**src/rtl/keypad_pkg.sv**
```systemverilog
// Shared constants and helpers for the matrix keypad scanner: scan FSM
// state encoding, width derivation and key-code arithmetic.
package keypad_pkg;

  typedef logic [0:0] scan_state_t;
  localparam scan_state_t ST_SCAN = 1'b0;
  localparam scan_state_t ST_EVAL = 1'b1;

  function automatic int clog2(input int value);
    int result;
    int v;
    result = 0;
    v = value - 1;
    while (v > 0) begin
      result = result + 1;
      v = v >> 1;
    end
    return result;
  endfunction

  // Width of a key code able to name every key of a rows x cols matrix.
  function automatic int key_width(input int rows, input int cols);
    return clog2(rows * cols);
  endfunction

  function automatic int code_of(input int r, input int c, input int cols);
    return r * cols + c;
  endfunction

endpackage

```
**src/rtl/keypad_code_fifo.sv**
```systemverilog
// Small key-code queue with a sticky overflow flag; the head entry is
// presented combinationally from storage.
module keypad_code_fifo
  import keypad_pkg::*;
#(
  parameter int DEPTH = 4,
  parameter int WIDTH = 4
) (
  input  logic             clk,
  input  logic             reset,
  input  logic             push,
  input  logic [WIDTH-1:0] push_data,
  input  logic             pop_req,
  output logic [WIDTH-1:0] head,
  output logic             valid,
  output logic             overflow
);

  localparam int AW = clog2(DEPTH);
  localparam logic [AW:0] FULL_COUNT = (AW+1)'(DEPTH);
  localparam logic [AW:0] ONE_COUNT  = (AW+1)'(1);

  logic [WIDTH-1:0] mem [DEPTH];
  logic [AW-1:0]    wr_ptr;
  logic [AW-1:0]    rd_ptr;
  logic [AW:0]      count;
  logic             full;
  logic             pop;
  logic             do_push;

  assign valid   = (count != '0);
  assign full    = (count == FULL_COUNT);
  assign pop     = pop_req && valid;
  // A pop frees a slot in the same cycle, so a full queue still accepts.
  assign do_push = push && (!full || pop);
  assign head    = mem[rd_ptr];

  always_ff @(posedge clk) begin
    if (reset) begin
      wr_ptr   <= '0;
      rd_ptr   <= '0;
      count    <= '0;
      overflow <= 1'b0;
      for (int i = 0; i < DEPTH; i++) mem[i] <= '0;
    end else begin
      if (do_push) begin
        mem[wr_ptr] <= push_data;
        wr_ptr      <= wr_ptr + 1'b1;
      end
      if (pop) rd_ptr <= rd_ptr + 1'b1;
      if (do_push && !pop) count <= count + 1'b1;
      else if (pop && !do_push) count <= count - 1'b1;
      if (push && full && !pop) overflow <= 1'b1;
      else if (pop && !do_push && count == ONE_COUNT) overflow <= 1'b0;
    end
  end

endmodule

```
**src/rtl/keypad_scanner.sv**
```systemverilog
// Matrix keypad scanner: column drive, row synchroniser, whole-matrix debounce
// and key-code queue. Define KEYPAD_AUTOREPEAT_EN to enable auto-repeat.
module keypad_scanner
  import keypad_pkg::*;
#(
  parameter int ROWS          = 4,
  parameter int COLS          = 4,
  parameter int SCAN_DIV      = 1000,
  parameter int DEBOUNCE      = 4,
  parameter int FIFO_DEPTH    = 4,
  parameter int REPEAT_SWEEPS = 64
) (
  input  logic                                clk,
  input  logic                                reset,
  input  logic [ROWS-1:0]                     row,
  output logic [COLS-1:0]                     column,
  output logic [key_width(ROWS, COLS)-1:0]    key_data,
  output logic                                key_valid,
  input  logic                                key_ack,
  output logic                                interrupt,
  output logic                                overflow
);

  localparam int KW = key_width(ROWS, COLS);
  localparam int N  = ROWS * COLS;
  localparam int IW = clog2(COLS);
  localparam int DW = clog2(SCAN_DIV);
  localparam int CW = clog2(DEBOUNCE + 1);
  localparam logic [IW-1:0] IDX_LAST = IW'(COLS - 1);
  localparam logic [DW-1:0] DIV_LAST = DW'(SCAN_DIV - 1);
  localparam logic [CW-1:0] DEB_MAX  = CW'(DEBOUNCE);

  logic [ROWS-1:0] row_meta;
  logic [ROWS-1:0] row_sync;
  scan_state_t     state;
  logic [IW-1:0]   idx;
  logic [DW-1:0]   div;
  logic [N-1:0]    snapshot;
  logic [N-1:0]    prev_snapshot;
  logic [N-1:0]    stable;
  logic [CW-1:0]   dcnt;

  logic [CW-1:0]   dcnt_next;
  logic            accept;
  logic [N-1:0]    new_press;
  logic [KW-1:0]   press_code;
  logic            rep_push;
  logic [KW-1:0]   held_code;
  logic            push;
  logic [KW-1:0]   push_code;

  // Snapshot bit c*ROWS+r is key (r,c); lowest bit index wins.
  always_comb begin
    if (snapshot == prev_snapshot) dcnt_next = (dcnt == DEB_MAX) ? dcnt : dcnt + 1'b1;
    else dcnt_next = CW'(1);
    accept    = (dcnt_next == DEB_MAX);
    new_press = snapshot & ~stable;
    press_code = '0;
    for (int c = COLS - 1; c >= 0; c--)
      for (int r = ROWS - 1; r >= 0; r--)
        if (new_press[c*ROWS+r]) press_code = KW'(code_of(r, c, COLS));
  end

`ifdef KEYPAD_AUTOREPEAT_EN
  localparam int RW = clog2(REPEAT_SWEEPS + 1);
  localparam logic [RW-1:0] REP_LAST = RW'(REPEAT_SWEEPS);

  logic [RW-1:0] rep_cnt;
  logic [RW-1:0] rep_next;
  logic [RW-1:0] rep_inc;
  logic [N-1:0]  stable_next;

  always_comb begin
    stable_next = accept ? snapshot : stable;
    rep_inc     = rep_cnt + 1'b1;
    rep_next    = '0;
    rep_push    = 1'b0;
    held_code   = '0;
    for (int c = COLS - 1; c >= 0; c--)
      for (int r = ROWS - 1; r >= 0; r--)
        if (stable[c*ROWS+r]) held_code = KW'(code_of(r, c, COLS));
    if (stable_next == stable && $onehot(stable)) begin
      if (rep_inc == REP_LAST) rep_push = 1'b1;
      else rep_next = rep_inc;
    end
  end

  always_ff @(posedge clk) begin
    if (reset) rep_cnt <= '0;
    else if (state == ST_EVAL) rep_cnt <= rep_next;
  end
`else
  assign rep_push  = 1'b0;
  assign held_code = '0;
`endif

  assign push      = (state == ST_EVAL) && ((accept && (|new_press)) || rep_push);
  assign push_code = (accept && (|new_press)) ? press_code : held_code;

  always_ff @(posedge clk) begin
    if (reset) begin
      row_meta      <= '1;
      row_sync      <= '1;
      column        <= '1;
      state         <= ST_SCAN;
      idx           <= '0;
      div           <= '0;
      snapshot      <= '0;
      prev_snapshot <= '0;
      stable        <= '0;
      dcnt          <= '0;
    end else begin
      row_meta <= row;
      row_sync <= row_meta;
      column   <= (state == ST_SCAN) ? ~(COLS'(1) << idx) : '1;
      case (state)
        ST_SCAN: begin
          if (div == DIV_LAST) begin
            snapshot[idx*ROWS +: ROWS] <= ~row_sync;
            div <= '0;
            if (idx == IDX_LAST) begin
              idx   <= '0;
              state <= ST_EVAL;
            end else begin
              idx <= idx + 1'b1;
            end
          end else begin
            div <= div + 1'b1;
          end
        end
        ST_EVAL: begin
          dcnt          <= dcnt_next;
          prev_snapshot <= snapshot;
          if (accept) stable <= snapshot;
          state <= ST_SCAN;
        end
        default: state <= ST_SCAN;
      endcase
    end
  end

  keypad_code_fifo #(
    .DEPTH (FIFO_DEPTH),
    .WIDTH (KW)
  ) u_fifo (
    .clk       (clk),
    .reset     (reset),
    .push      (push),
    .push_data (push_code),
    .pop_req   (key_ack),
    .head      (key_data),
    .valid     (key_valid),
    .overflow  (overflow)
  );

  assign interrupt = key_valid;

endmodule

```
**config.mk**
```make
export PLATFORM = sky130hd
export DESIGN_NAME = keypad_scanner
export DESIGN_NICKNAME = d
export VERILOG_FILES = /design/src/rtl/keypad_pkg.sv /design/src/rtl/keypad_code_fifo.sv /design/src/rtl/keypad_scanner.sv
export SDC_FILE = /design/constraint.sdc
export NUM_CORES = 1
export LEC_CHECK = 0
export BUFFER_PORTS_ARGS = -buffer_cell sky130_fd_sc_hd__buf_4
export CAP_MARGIN = 25
export CORE_MARGIN = 10
export CORE_UTILIZATION = 55
export DETAILED_ROUTE_END_ITERATION = 7
export PLACE_DENSITY = 0.79
export SYNTH_ARGS = -nofsm -noshare
export SYNTH_HDL_FRONTEND = slang
export SYNTH_SLANG_ARGS = --single-unit
```
**constraint.sdc**
```tcl
create_clock -name clk -period 3 [get_ports clk]
set_input_delay 0.45 -clock clk [delete_from_list [all_inputs] [get_ports clk]]
set_output_delay 0.45 -clock clk [all_outputs]
set_load 0.02 [all_outputs]
```
==> results of run 1 <==
-- layer usage --
layer | track usage [%] | part of all wire, % | up-vias
met5 | 0 | 0 | -
li1 | - | - | 1825
met4 | 5.25 | 1.5 | 0
met2 | 26.7 | 50 | 78
met3 | 3.52 | 4.2 | 16
met1 | 18.2 | 44 | 1753
-- final cells by class --
type / instances / area [µm²]
Multi-Input combinational cell: 363 / 2470
Clock inverter: 6 / 93.8
Clock buffer: 10 / 138
Tap cell: 108 / 135
Inverter: 11 / 41.3
Timing Repair Buffer: 26 / 195
Fill cell: 718 / 3360
Sequential cell: 102 / 2200
-- power by group through the flow --
stage | clock [mW] | sequential, mW | combinational [mW]
after CTS | 0.996 | 1.42 | 0.0628
after floorplan | 0 | 1.44 | 0.0395
final | 0.979 | 1.42 | 0.0621
after detailed placement | 0 | 1.45 | 0.0624
after global placement | 0 | 1.45 | 0.0612
after global routing | 1.05 | 1.42 | 0.0683
-- sequential cells by signal, indices dropped and copies added, names as in the netlist, 2 cells and up, named ones only --
signal	flops
prev_snapshot	16
snapshot	16
stable	16
u_fifo.mem	16
div	10
column	4
row_meta	4
row_sync	4
dcnt	3
u_fifo.count	3
idx	2
u_fifo.rd_ptr	2
u_fifo.wr_ptr	2
-- cells in the final DEF (no fill, tap or decap), types with 3 or more instances in the layout --
master    instances
dfxtp_1          85
nor2_1           48
a21oi_1          41
nand2_1          38
buf_4            26
xor2_1           25
o21ai_0          24
nand4_1          21
or3_1            19
mux2i_1          19
edfxtp_1         16
ha_1             15
nor2b_1          12
inv_1            11
nor3_1           10
clkbuf_8         10
or2_2             9
nor4_1            8
nand2b_1          8
nand3_1           7
nand3b_1          5
or4_4             5
mux4_2            4
o31ai_1           4
xnor2_1           4
nor4_2            3
-- synthesized netlist by cell type (3+ instances only) --
master	number
a21oi_1	41
o31ai_1	4
xor2_1	25
nand2_1	38
nand3_1	7
nor3_1	10
edfxtp_1	16
nand2b_1	8
mux4_2	4
clkbuf_1	15
nor2b_1	12
xnor2_1	4
inv_1	11
nand3b_1	5
nand4_1	21
or2_2	9
or3_1	19
o21ai_0	24
or4_4	5
nor4_1	8
buf_1	3
ha_1	15
nor2_1	48
dfxtp_1	86
nor4_2	3
mux2i_1	19
-- cells by family (layout without fill, tap and decap cells) --
kind of cell | Yosys count | count (layout) | synth area share (%)
buffers and inverters | 34 | 53 | 3.04
DFF | 102 | 102 | 45.7
AOI/OAI and AO/OA | 82 | 82 | 10.2
xor gates and xnor gates | 29 | 29 | 5.27
and+or+nand+nor | 214 | 214 | 26.0
adders and majority gates | 15 | 15 | 3.90
muxes | 23 | 23 | 5.82
-- metrics by stage --
stage / hold WS (ps) / setup slack, ps / power [mW]
after floorplan: 389 / 419 / 1.48
after global placement: 394 / 459 / 1.51
after detailed placement: 395 / 283 / 1.51
after CTS: 246 / 263 / 2.47
after global routing: 247 / 48.5 / 2.54
final: 257 / 223 / 2.46
-- path summary, 6_finish.rpt --
kind	cells past startpoint	start	slack, ps	end
min	2	row[3]	260	row_meta[3]
max reg2reg	9	dcnt[0]	220	u_fifo.count[2]
min reg2reg	1	row_meta[2]	420	row_sync[2]
max	9	dcnt[0]	220	u_fifo.count[2]
==> flow_summary_export.csv, run 1 <==
group,metric,value,unit
routing,drt_pre_antenna_iters,4,
clock_tree,cts-buffers-inserted,9,
die,top_level_ports,18,
place,placed_cell_area,0.00504,mm²
yosys,yosys.area.top_type,"dfxtp_1",
clock_tree,cts_buffer_depth,2,
power,power.switching,527,µW
timing,setup-violations-final,0,
global_route,globalRouteOverflowTotal,0,
die,die_width,114,µm
power,comb_power_share,2.5,%
yosys,synth_cells,499,
routing,drtAntennaViolNets,0,
yosys,synthesis.yosys.warnings,0,
clock_tree,count_of_h_tree_levels_built_during_cts,3,
place,place_hpwl,6870,µm
timing,post-route-period-util,92.6,%
yosys,synth_top_cell_area_share,35.7,%
setup_path,slowest_stage,"dfxtp_1",
yosys,flip_flop_and_latch_count_after_synthesis,102,
layout,syn_to_final_growth,9.51,%
layout,cell_area_after_layout,0.00527,mm²
setup_path,critical_path_class,"reg2reg",
clock_tree,postCtsSetupBuffers,0,
global_route,grt_max_degree,71,
yosys,synth.lib_cells_used.distinct,54,
layout,insertedDiodeCount,0,
setup_path,worst_ep_required_time,3300,ps
yosys,synth_async_sr_flop_share,0,%
clock_tree,post_cts_resized,0,
power,p_seq_share,57.6,%
yosys,ys_seq_area_share,45.7,%
timing,drv_slew,0,
power,peakVddDrop,0.293,mV
clock_tree,clkLatencyLatePin,370,ps
setup_path,critical_path.endpoint_type,"flip-flop",
global_route,first_pass_grt_wire_length,16500,µm
setup_path,slowest_delay,440,ps
clock_tree,cts.hold.buffers_added,0,
global_route,grt_antenna_before_repair,0,
yosys,syn-mean-instance-area,9.65,µm²
clock_tree,cts_sinks,102,
place,numPortBuffers,17,
routing,dr.first_iter.drc_count,173,
routing,wirelength,9750,µm
yosys,postSynth.topFlopCell,"dfxtp_1",
routing,route.detailed.wl_per_inst,15.6,µm
yosys,synth.cell_area,0.00482,mm²
timing,period_needed,2780,ps
timing,timing.final.hold_violations,0,
setup_path,cell_seen_most_often_among_critical_path_stages,"ha_1",
die,die_height,114,µm
run,max_capacitance_violation_count,0,
timing,highest_clock_rate,360,MHz
clock_tree,cts_tree,"built",
layout,finish.cell_count_without_fillers,626,
layout,fraction_of_layout_cells_with_a_size_suffix_above_1,14.5,%
timing,relSlewSlack,53.6,%
worst_hold_path,holdCritPathClass,"in2reg",
timing,timing.clock.skew,10.7,ps
clock_tree,clkSlewWorstSetupHoldPaths,100,ps
routing,drc,0,
power,p_per_area,466,mW/mm²
outcome,run_status,"finished, final reports clean",
setup_path,critPathArrivalTime,3080,ps
power,power.share.switching,21.5,%
setup_path,timing.critical_path.max_delay_family,"simple AND/OR/NAND/NOR gates",
yosys,synth_area_leaders,"dfxtp_1 36%, edfxtp_1 10%, xor2_1 4.5%, a21oi_1 4.3%, mux2i_1 3.9%",
yosys,synthesis.nets,521,
die,fp.coreArea,0.00864,mm²
timing,finalSetupTns,0,ps
power,leakagePower,1.95,nW
timing,unrepaired_setup_endpoints_after_global_routing,"no",
power,intPower,1.93,mW
place,place_congestion,0.801,
setup_path,crit_path_cell_trace,"inv_1, ha_1, nor4b_2, a211o_1, and3_1, nand3_1, ha_1, or3_1, a21oi_1",
power,power_frac_clock,39.8,%
setup_path,crit_path_start_kind,"flip-flop",
layout,net_count_final,535,
setup_path,crit_fanout,6,
clock_tree,cts_root_buffer,"clkbuf_8",
global_route,number_of_global_route_vias_before_repair,3469,
die,num_rows,34,
routing,num_vias,3672,
die,design.die.area,0.0129,mm²
timing,tightestPinTransition,697,ps
place,dpl.cell_count,610,
routing,via_per_inst,5.87,
global_route,grt_usage,15.4,%
yosys,synth_enable_flop_cells,16,
die,start_util,55.8,%
setup_path,critPathBufInv,1,
layout,finish.utilization,61.1,%
No activity file was read; power rests on OpenSTA's default activity.
==> run 2: changes to the inputs <==
- CORE_ASPECT_RATIO: unset -> 0.7
==> run 2 against run 1 <==
Critical path depth rose by 2. Worst setup slack got worse by 56 ps. Utilization rose by 2.7 points. Worst hold slack improved by 25 ps. Sequential share of layout area fell by 1.0 points. Wire length rose by 6.6%. Count of clock-buffer cells in the layout rose by 3. Cell count rose by 2.2%. Sequential cell count did not move. Critical path type unchanged. Largest cell class unchanged.
==> flow_summary_export.csv, run 2 (synthesis results as in run 1) <==
group,metric,value,unit
outcome,run_status,"finished, final reports clean",
power,peakVddDrop,0.310,mV
power,power.switching,539,µW
timing,period_needed,2830,ps
routing,route.detailed.wl_per_inst,16.2,µm
timing,setup-violations-final,0,
routing,wirelength,10400,µm
global_route,grt_antenna_before_repair,0,
layout,seqCellArea,0.00220,mm²
timing,unrepaired_setup_endpoints_after_global_routing,"no",
run,max_capacitance_violation_count,0,
global_route,grtUsageMet2,23.6,%
layout,insertedDiodeCount,0,
setup_path,timing.critical_path.max_delay_family,"simple AND/OR/NAND/NOR gates",
setup_path,worst_ep_required_time,3280,ps
setup_path,ff2ff_setup_slack,170,ps
die,fp.coreArea,0.00848,mm²
clock_tree,cts.hold.buffers_added,0,
global_route,grt_max_degree,64,
timing,finalSetupTns,0,ps
global_route,globalRouteOverflowTotal,0,
routing,dr.first_iter.drc_count,458,
clock_tree,cts-buffers-inserted,9,
clock_tree,cts_root_buffer,"clkbuf_16",
routing,num_vias,3758,
global_route,grt_usage,16.1,%
layout,finish.utilization,63.8,%
power,power_frac_clock,46.6,%
worst_hold_path,holdCritPathClass,"in2reg",
place,place_hpwl,7340,µm
layout,syn_to_final_growth,12.3,%
global_route,globalRouteMet1Util,21.7,%
clock_tree,cts_buffer_depth,2,
die,design.die.area,0.0130,mm²
setup_path,crit_fanout,6,
setup_path,slowest_delay,420,ps
layout,net_count_final,537,
setup_path,critical_path_class,"reg2reg",
setup_path,critPathBufInv,2,
timing,post-route-period-util,94.4,%
routing,via_per_inst,5.87,
timing,timing.final.hold_violations,0,
die,die_width,132,µm
place,dpl.cell_count,624,
place,place_worst_setup_slack,227,ps
routing,drtAntennaViolNets,0,
clock_tree,postCtsSetupBuffers,0,
power,p_per_area,512,mW/mm²
global_route,first_pass_grt_wire_length,17300,µm
layout,fraction_of_layout_cells_with_a_size_suffix_above_1,14.6,%
place,place_congestion,0.855,
place,numPortBuffers,17,
layout,multiInputGateArea,0.00247,mm²
clock_tree,cts_tree,"built",
layout,finish.cell_count_without_fillers,640,
power,comb_power_share,2.2,%
clock_tree,post_cts_resized,0,
power,leakagePower,2.01,nW
power,p_seq_share,51.2,%
clock_tree,count_of_h_tree_levels_built_during_cts,3,
die,start_util,56.8,%
setup_path,crit_path_start_kind,"flip-flop",
die,num_rows,28,
routing,drt_pre_antenna_iters,5,
global_route,top_usage_layer,"met2",
setup_path,critical_path.endpoint_type,"flip-flop",
global_route,globalRouteMet3Util,4.81,%
timing,timing.clock.skew,6.17,ps
die,die_height,98.3,µm
timing,tightestPinTransition,601,ps
timing,relSlewSlack,59.9,%
layout,most-common-layout-cells,"85 x dfxtp_1, 48 x nor2_1, 41 x a21oi_1",
clock_tree,cts_sinks,102,
clock_tree,clkLatencyLatePin,350,ps
clock_tree,clkSlewWorstSetupHoldPaths,60,ps
global_route,number_of_global_route_vias_before_repair,3504,
layout,layout_commonest_cell,"dfxtp_1",
power,intPower,2.23,mW
timing,post-route-worst-setup-slack,167,ps
power,power.share.switching,19.5,%
die,top_level_ports,18,
setup_path,slowest_stage,"dfxtp_1",
timing,highest_clock_rate,353,MHz
layout,n_fill_cell,719,
routing,drc,0,
setup_path,crit_path_cell_trace,"inv_1, ha_1, and4bb_1, a211o_1, and3_1, nand3_1, inv_1, ha_1, mux2i_1, or3_1, a21oi_1",
layout,cell_area_after_layout,0.00541,mm²
place,placed_cell_area,0.00507,mm²
timing,drv_slew,0,
setup_path,critPathArrivalTime,3120,ps
-- run 2: worst paths after layout --
| kind | from | cells after the start | to |
|---|---|---|---|
| setup / recovery | dcnt[0] | 11 | u_fifo.count[2] |
| hold reg to reg | row_meta[3] | 1 | row_sync[3] |
| setup reg to reg | dcnt[0] | 11 | u_fifo.count[2] |
| hold / removal | row[2] | 2 | row_meta[2] |
-- run 2: cell type report --
type                       count  share of cell area [%]
tap                          120                    2.78
inverter                      11                   0.764
multi-input combinational    363                    45.6
timing repair buffer          28                    3.89
clock buffer                  13                    5.00
sequential                   102                    40.7
clock inverter                 3                    1.20
-- run 2: power groups by stage --
stage	clock, mW	combinational, mW	sequential [mW]
floorplan	0	0.0395	1.44
global placement	0	0.0611	1.45
detailed placement	0	0.0622	1.45
CTS	1.31	0.0625	1.42
global route	1.36	0.0688	1.42
finish	1.29	0.0619	1.42
-- run 2: routing by layer --
| metal | vias up | wire length (µm) |
|---|---|---|
| li1 | 1823 | - |
| met1 | 1785 | 4810 |
| met2 | 137 | 4590 |
| met3 | 13 | 824 |
| met4 | 0 | 174 |
| met5 | - | 0 |
-- run 2: worst register-to-register path: stages, from the launching register on --
cell	delay [ps]
dfxtp_1	420
inv_1	90
ha_1	340
and4bb_1	230
a211o_1	300
and3_1	230
nand3_1	220
inv_1	80
ha_1	240
mux2i_1	140
or3_1	310
a21oi_1	160
-- run 2: per-stage QoR --
| step | total power, mW | hold WS (ps) |
|---|---|---|
| after floorplan | 1.48 | 389 |
| after global placement | 1.51 | 393 |
| after detailed placement | 1.51 | 394 |
| after CTS | 2.78 | 275 |
| after global routing | 2.84 | 286 |
| final | 2.77 | 282 |
==> run 3: changes to the inputs <==
==> constraint.sdc (replaced) <==
create_clock -name clk -period 3 [get_ports clk]
set_input_delay 0.3 -clock clk [delete_from_list [all_inputs] [get_ports clk]]
set_output_delay 0.3 -clock clk [all_outputs]
set_load 0.02 [all_outputs]
==> run 3 against run 2 <==
Via count shrank 0.82%. Sequential share of layout area grew 0.28 points. Worst hold slack lost 140 ps. Clock skew is essentially flat. Combinational power shrank 1%. Cell count shrank 0.16%. Maximum frequency grew 2.2%. Count of clock-buffer cells in the layout shrank 1. Clock power shrank 10%. Power shrank 4.7%. Wire length shrank 0.63%. Utilization shrank 0.44 points.
==> flow_summary_export.csv, run 3 (synthesis results as in run 1) <==
group,metric,value,unit
power,peakVddDrop,0.379,mV
routing,wirelength,10300,µm
timing,tightestPinTransition,754,ps
place,numPortBuffers,17,
place,place_congestion,0.852,
setup_path,crit_path_start_kind,"flip-flop",
worst_hold_path,hold_path_startpoint,"row[2]",
layout,layout_commonest_cell,"dfxtp_1",
layout,insertedDiodeCount,0,
global_route,grt_antenna_before_repair,0,
setup_path,timing.rr.start,"dcnt[0]",
clock_tree,post_cts_resized,0,
layout,fraction_of_layout_cells_with_a_size_suffix_above_1,14.5,%
layout,finish.cell_count_without_fillers,639,
setup_path,crit_fanout,6,
clock_tree,cts.hold.buffers_added,0,
clock_tree,cts-buffers-inserted,9,
routing,drt_pre_antenna_iters,5,
place,dpl.cell_count,623,
global_route,first_pass_grt_wire_length,17500,µm
routing,route.detailed.wl_per_inst,16.2,µm
die,start_util,56.8,%
setup_path,slowest_delay,420,ps
timing,drv_slew,0,
timing,timing.clock.skew,5.99,ps
worst_hold_path,min_path_cells,2,
setup_path,ff2ff_path_depth,11,
setup_path,slowest_stage,"dfxtp_1",
die,top_level_ports,18,
setup_path,critPathArrivalTime,3040,ps
timing,period_needed,2770,ps
setup_path,critical_path_class,"reg2reg",
place,place_hpwl,7250,µm
clock_tree,cts_buffer_depth,2,
global_route,number_of_global_route_vias_before_repair,3532,
timing,relSlewSlack,49.8,%
global_route,grt_usage,16.1,%
setup_path,worst_ep_required_time,3270,ps
routing,drtAntennaViolNets,0,
timing,unrepaired_setup_endpoints_after_global_routing,"no",
timing,setup-violations-final,0,
power,p_per_area,491,mW/mm²
layout,syn_to_final_growth,11.5,%
clock_tree,count_of_h_tree_levels_built_during_cts,3,
clock_tree,cts_tree,"built",
die,die_height,98.3,µm
timing,highest_clock_rate,361,MHz
die,fp.coreArea,0.00848,mm²
clock_tree,postCtsSetupBuffers,0,
run,max_capacitance_violation_count,0,
setup_path,worst_r2r_end,"u_fifo.count[2]",
routing,via_per_inst,5.83,
die,design.die.area,0.0130,mm²
worst_hold_path,holdCritPathClass,"in2reg",
global_route,globalRouteOverflowTotal,0,
setup_path,critical_path.endpoint_type,"flip-flop",
die,num_rows,28,
clock_tree,cts_root_buffer,"clkbuf_16",
worst_hold_path,worst_hold_path.endpoint,"row_meta[2]",
routing,dr.first_iter.drc_count,361,
timing,timing.final.hold_violations,0,
timing,finalSetupTns,0,ps
setup_path,ff2ff_setup_slack,230,ps
timing,post-route-period-util,92.4,%
place,placed_cell_area,0.00506,mm²
outcome,run_status,"finished, final reports clean",
layout,most-common-layout-cells,"85 x dfxtp_1, 48 x nor2_1, 41 x a21oi_1",
global_route,grt_max_degree,75,
clock_tree,clkLatencyLatePin,340,ps
layout,net_count_final,536,
die,die_width,132,µm
layout,cell_area_after_layout,0.00537,mm²
clock_tree,cts_sinks,102,
power,leakagePower,1.99,nW
routing,num_vias,3727,
clock_tree,clkSlewWorstSetupHoldPaths,70,ps
setup_path,crit_path_cell_trace,"inv_1, ha_1, and4bb_1, a211o_1, and3_1, nand3_1, inv_1, ha_1, mux2i_1, or3_1, a21oi_1",
routing,drc,0,
-- run 3: critical path: cells and delay by family (launching register included) --
kind	cells	cell delay (ps)
adder cells (fa/ha/maj)	2	580
buffers and inverters	2	160
AO/OA/AOI/OAI	2	450
flip-flops	1	420
AND/OR/NAND/NOR	4	960
multiplexers	1	130
-- run 3: worst max-delay path by stage --
stage                       start               to  cells past startpoint
after floorplan           dcnt[0]  u_fifo.count[2]                     12
after global placement    dcnt[0]  u_fifo.count[2]                     11
after detailed placement  dcnt[0]  u_fifo.count[2]                     11
after CTS                 dcnt[0]  u_fifo.count[2]                     11
after global routing      dcnt[0]  u_fifo.count[2]                     11
final                     dcnt[0]  u_fifo.count[2]                     11
-- run 3: cell type report --
cell class                      instances  area [µm²]
Clock inverter                          4        26.3
Clock buffer                           12         279
Inverter                               11        41.3
Fill cell                             689        3110
Tap cell                              120         150
Sequential cell                       102        2200
Timing Repair Buffer                   27         203
Multi-Input combinational cell        363        2470
-- run 3: routing by layer --
metal	wire length (µm)	vias up	track usage (%)
li1	-	1817	-
met1	4870	1787	22.0
met2	4670	110	24.3
met3	672	13	4.61
met4	123	0	4.69
met5	0	-	0
-- run 3: power by group --
part           switching, mW  total (mW)  leakage, nW  internal (mW)
Combinational         0.0371      0.0612        0.996         0.0241
Clock                  0.499        1.16        0.149          0.662
Sequential            0.0101        1.42        0.848           1.41
Total                  0.547        2.64         1.99           2.09
-- run 3: metrics by stage --
step | hold slack, ps | power [mW] | util [%] | worst slack (ps)
4_1_cts | 129 | 2.66 | 63.3 | 232
5_1_grt | 127 | 2.72 | 63.3 | 86.6
6_report | 138 | 2.64 | 63.3 | 228
3_3_place_gp | 393 | 1.51 | 59.7 | 433
2_1_floorplan | 389 | 1.48 | - | 419
3_5_place_dp | 394 | 1.51 | 59.7 | 253
